<file path="config.mk">
export PLATFORM = sky130hd
export DESIGN_NAME = ext_mem_arb
export DESIGN_NICKNAME = d
export VERILOG_FILES = /design/src/rtl/ext_mem_arb.sv
export SDC_FILE = /design/constraint.sdc
export NUM_CORES = 1
export LEC_CHECK = 0
export CORE_AREA = 4 4 120 122
export CTS_CLUSTER_SIZE = 24
export DETAILED_ROUTE_END_ITERATION = 8
export DIE_AREA = 0 0 124 126
export DONT_BUFFER_PORTS = 1
export HOLD_SLACK_MARGIN = 0.1
export PLACE_DENSITY = 0.32
export SLEW_MARGIN = 20
export SYNTH_ARGS = -nofsm -noshare
export SYNTH_HDL_FRONTEND = slang
export SYNTH_SLANG_ARGS = --single-unit
</file>
<file path="constraint.sdc">
create_clock -name clk -period 1.65 [get_ports clk]
set_input_delay 0.495 -clock clk [delete_from_list [all_inputs] [get_ports clk]]
set_output_delay 0.495 -clock clk [all_outputs]
set_load 0.01 [all_outputs]
</file>
<file path="src/rtl/ext_mem_arb.sv">
// Arbitrates N native masters onto one external-memory slave port and
// sequences downstream cache invalidates between transactions.
module ext_mem_arb #(
    parameter int N_MASTERS = 2,
    parameter int ADDR_W    = 32,
    parameter int DATA_W    = 32,
    parameter int PRIO_MODE = 0
) (
    input  logic                            clk,
    input  logic                            rst,
    input  logic [N_MASTERS-1:0]            m_valid,
    input  logic [N_MASTERS*ADDR_W-1:0]     m_addr,
    input  logic [N_MASTERS*DATA_W-1:0]     m_wdata,
    input  logic [N_MASTERS*DATA_W/8-1:0]   m_wstrb,
    output logic [N_MASTERS*DATA_W-1:0]     m_rdata,
    output logic [N_MASTERS-1:0]            m_ready,
    output logic                            s_valid,
    output logic [ADDR_W-1:0]               s_addr,
    output logic [DATA_W-1:0]               s_wdata,
    output logic [DATA_W/8-1:0]             s_wstrb,
    input  logic [DATA_W-1:0]               s_rdata,
    input  logic                            s_ready,
    input  logic                            inv_req,
    output logic                            force_inv,
    output logic                            inv_busy
);

    localparam int STRB_W = DATA_W / 8;
    localparam int IDX_W  = (N_MASTERS > 1) ? $clog2(N_MASTERS) : 1;

    typedef enum logic [1:0] {
        IDLE = 2'd0,
        BUSY = 2'd1,
        INV  = 2'd2
    } state_t;

    state_t             state_reg;
    logic [IDX_W-1:0]   grant_reg;
    logic [IDX_W-1:0]   rr_ptr_reg;
    logic               inv_pend_reg;

    logic [ADDR_W-1:0]  addr_arr  [N_MASTERS];
    logic [DATA_W-1:0]  wdata_arr [N_MASTERS];
    logic [STRB_W-1:0]  wstrb_arr [N_MASTERS];

    logic               busy;
    logic [IDX_W-1:0]   search_start;
    logic [IDX_W:0]     cand;
    logic [IDX_W-1:0]   pick_idx;
    logic               pick_found;

    // Outputs are held quiet while reset is asserted, before the first edge.
    assign busy = rst && (state_reg == BUSY);

    generate
        for (genvar gi = 0; gi < N_MASTERS; gi++) begin : g_slice
            assign addr_arr[gi]  = m_addr[gi*ADDR_W +: ADDR_W];
            assign wdata_arr[gi] = m_wdata[gi*DATA_W +: DATA_W];
            assign wstrb_arr[gi] = m_wstrb[gi*STRB_W +: STRB_W];
            assign m_ready[gi]   = busy && s_ready && (grant_reg == IDX_W'(gi));
        end
    endgenerate

    assign m_rdata = {N_MASTERS{s_rdata}};

    // Scan from the highest offset down so the lowest offset from the start wins.
    always_comb begin
        pick_idx     = '0;
        pick_found   = 1'b0;
        cand         = '0;
        search_start = (PRIO_MODE == 1) ? '0 : rr_ptr_reg;
        for (int k = N_MASTERS - 1; k >= 0; k--) begin
            cand = {1'b0, search_start} + (IDX_W+1)'(k);
            if (cand >= (IDX_W+1)'(N_MASTERS)) begin
                cand = cand - (IDX_W+1)'(N_MASTERS);
            end
            if (m_valid[cand[IDX_W-1:0]]) begin
                pick_idx   = cand[IDX_W-1:0];
                pick_found = 1'b1;
            end
        end
    end

    always_ff @(posedge clk) begin
        if (!rst) begin
            state_reg    <= IDLE;
            grant_reg    <= '0;
            rr_ptr_reg   <= '0;
            inv_pend_reg <= 1'b0;
        end else begin
            // The INV cycle consumes the pending request; a new one re-arms it.
            inv_pend_reg <= (state_reg == INV) ? inv_req : (inv_pend_reg | inv_req);
            case (state_reg)
                IDLE: begin
                    if (inv_pend_reg) begin
                        state_reg <= INV;
                    end else if (pick_found) begin
                        grant_reg <= pick_idx;
                        state_reg <= BUSY;
                    end
                end
                BUSY: begin
                    if (s_ready) begin
                        state_reg  <= IDLE;
                        rr_ptr_reg <= (grant_reg == IDX_W'(N_MASTERS - 1)) ? '0 : grant_reg + 1'b1;
                    end else if (!m_valid[grant_reg]) begin
                        state_reg <= IDLE;
                    end
                end
                INV: begin
                    state_reg <= IDLE;
                end
                default: begin
                    state_reg <= IDLE;
                end
            endcase
        end
    end

    assign s_valid   = busy && m_valid[grant_reg];
    assign s_addr    = busy ? addr_arr[grant_reg]  : '0;
    assign s_wdata   = busy ? wdata_arr[grant_reg] : '0;
    assign s_wstrb   = busy ? wstrb_arr[grant_reg] : '0;
    assign force_inv = rst && (state_reg == INV);
    assign inv_busy  = rst && (inv_pend_reg || (state_reg == INV));

endmodule
</file>
==> impl_metrics.json <==
{
  "port_buffers": 0,
  "crit_path_start": "grant_reg",
  "fill_cells": 1440,
  "num_vias": 1699,
  "relSlewSlack": 0.722,
  "cp_max_fo": 17,
  "cp.required_ns": 1.15,
  "track_usage": 0.0862,
  "numCtsBuffers": 3,
  "drt_wl_total_mm": 7.81,
  "busiest_layer": "met2",
  "fin_crit_ns": 1.85,
  "setup_viol": 70,
  "pwr_density_cell_nw_per_um2": 454,
  "max_stage_delay_ns": 0.40,
  "final_area_um2": 2780,
  "largest_reg_flops": 2,
  "initial_core_util": 0.136,
  "viasPerCell": 3.88,
  "met3_usage": 0.0377,
  "hpwl_mm": 5.08,
  "drtAntennaViolNets": 0,
  "clk_pin_slew_worst_paths_ns": 0.04,
  "cts_tree": "done",
  "synth-edff-count": 0,
  "wl_per_cell_um": 17.8,
  "timing.fmax_mhz": 541,
  "final_cells": 438,
  "drt_iter0_drc": 35,
  "netlist_area_um2": 1790,
  "gp_congestion": 0.682,
  "drc": 0,
  "cp_top_family": "flip-flops",
  "use_met1": 0.0784,
  "timing.rr.start": "state_reg[0]",
  "ys_seq_area_frac": 0.0558,
  "dp_cells": 414,
  "critPathCapture": "s_addr[20]",
  "fp.dieW_um": 124,
  "grt_first_pass_wirelength_mm": 10.1,
  "ys.flop_type": "dfxtp_1",
  "rows": 42,
  "hp-class": "input port to flip-flop",
  "worst-path-buf-inv": 2,
  "core_area_um2": 13200,
  "clock_latency_ns": 0.23,
  "grt_util_met2": 0.168,
  "rr_worst_depth": 4,
  "fin_nets": 437,
  "worst_slew_pin_slew_ns": 0.413,
  "ctsHtreeMaxLevel": 1,
  "die_h_um": 126,
  "end_kind": "output port",
  "finalHoldViolCount": 0,
  "cp.arrival_ns": 1.35,
  "worstSetupPathDepth": 4,
  "grt_max_degree": 36,
  "die_area_um2": 15600,
  "async_flop_share": 0,
  "insertedDiodeCount": 0,
  "layout_commonest_cell": "buf_4",
  "final_cell_mix": "67 x buf_4, 53 x nor2_1, 51 x mux2i_1",
  "final.setup_skew_ns": 0.00546,
  "syn_inst": 244,
  "drv_cap": 0,
  "fin_ws_ns": -0.199,
  "syn_avg_cell_area_um2": 7.35,
  "r2r_slack_ns": 0.34,
  "ctsRootBufferMaster": "clkbuf_16",
  "dpl_cell_area_um2": 2030,
  "failed_checks": "negative setup slack",
  "antenna_found_initial": 0,
  "ys_ff_latch": 5,
  "critPathLaunchType": "flip-flop",
  "cts_buffer_depth": 2,
  "rsz0062_at_grt": "true",
  "grt_pass1_vias": 1767,
  "crit_type": "flip-flop to output port",
  "rr_endpoint": "grant_reg",
  "fin_crit_sh": 1.12,
  "yosys_warnings": 0,
  "finalPower_uw": 1260,
  "leakagePower_uw": 0.00109,
  "crit_chain": "buf_16 -> mux2i_2 -> nor2_1 -> buf_4",
  "status": "finished with violations",
  "top_level_ports": 311,
  "slew_viol_final": 0,
  "synth_cell_types": 21,
  "holdWs_ns": 0.387,
  "slowest_stage": "dfxtp_4",
  "synthToLayoutAreaGrowth_pct": 55.1,
  "drive_gt1_frac": 0.534,
  "overflow": 0,
  "clock_sinks": 5,
  "first_pass_iters": 4,
  "ir_drop_v": 0.000215,
  "syn_nets": 418
}
cells in the mapped netlist (2+ instances only):
master,n,area (µm²)
buf_2,7,35.0
buf_4,71,533
buf_6,2,22.5
dfxtp_1,5,100
mux2i_1,69,691
nand2_1,3,11.3
nor2_1,69,259
nor2b_1,3,18.8
nor3_1,2,10.0
o21a_1,2,15.0
how the worst min path moves through the flow:
stage / endpoint / from / slack, ns / cells after the start
after CTS: state_reg[1] / rst / 0.38 / 2
after detailed placement: rr_ptr_reg / rr_ptr_reg / 0.46 / 1
after global routing: state_reg[1] / rst / 0.39 / 2
final: state_reg[1] / rst / 0.39 / 2
after global placement: rr_ptr_reg / rr_ptr_reg / 0.46 / 1
after floorplan: rr_ptr_reg / rr_ptr_reg / 0.44 / 1
where the power goes:
part | leakage (µW) | switching [µW] | internal (µW)
clock | 0.0000382 | 81.4 | 320
sequential | 0.0000430 | 13.4 | 132
combinational | 0.00100 | 305 | 409
metrics by stage:
step	setup TNS [ns]	setup WS (ns)	util
after floorplan	0	0.117	-
after global placement	0	0.0307	0.154
after detailed placement	0	0.00742	0.154
after CTS	-11.43	-0.209	0.196
after global routing	-15.03	-0.252	0.211
final	-10.63	-0.199	0.211
final cells by class:
type	count	area, µm²	share of cell area
multi-input cells	159	1350	0.484
well taps	176	220	0.0792
repair buffers	94	1030	0.369
flip-flops and latches	5	109	0.0391
clock buffers	4	78.8	0.0283
kinds of logic after synthesis:
group / after synthesis / share of synthesized area
buffers and inverters: 80 / 0.329
AO/OA/AOI/OAI: 7 / 0.0286
multiplexers: 69 / 0.385
AND/OR/NAND/NOR: 83 / 0.201
flip-flops: 5 / 0.0558
repair_timing:
item | 4_1_cts | 5_1_grt
gates resized for setup | 52 | 30
cloned | 7 | 3
setup buffers | 7 | 4
pin swaps | 5 | 16
hold buffers | 0 | 0
hold endpoints to repair | 0 | 0
setup endpoints to repair | 71 | 72
routing by layer:
metal	up-vias	routed length, µm
met5	-	0
met4	0	123
met3	13	1000
met2	127	4280
met1	777	2410
li1	782	-
(Power assumes the default switching activity.)
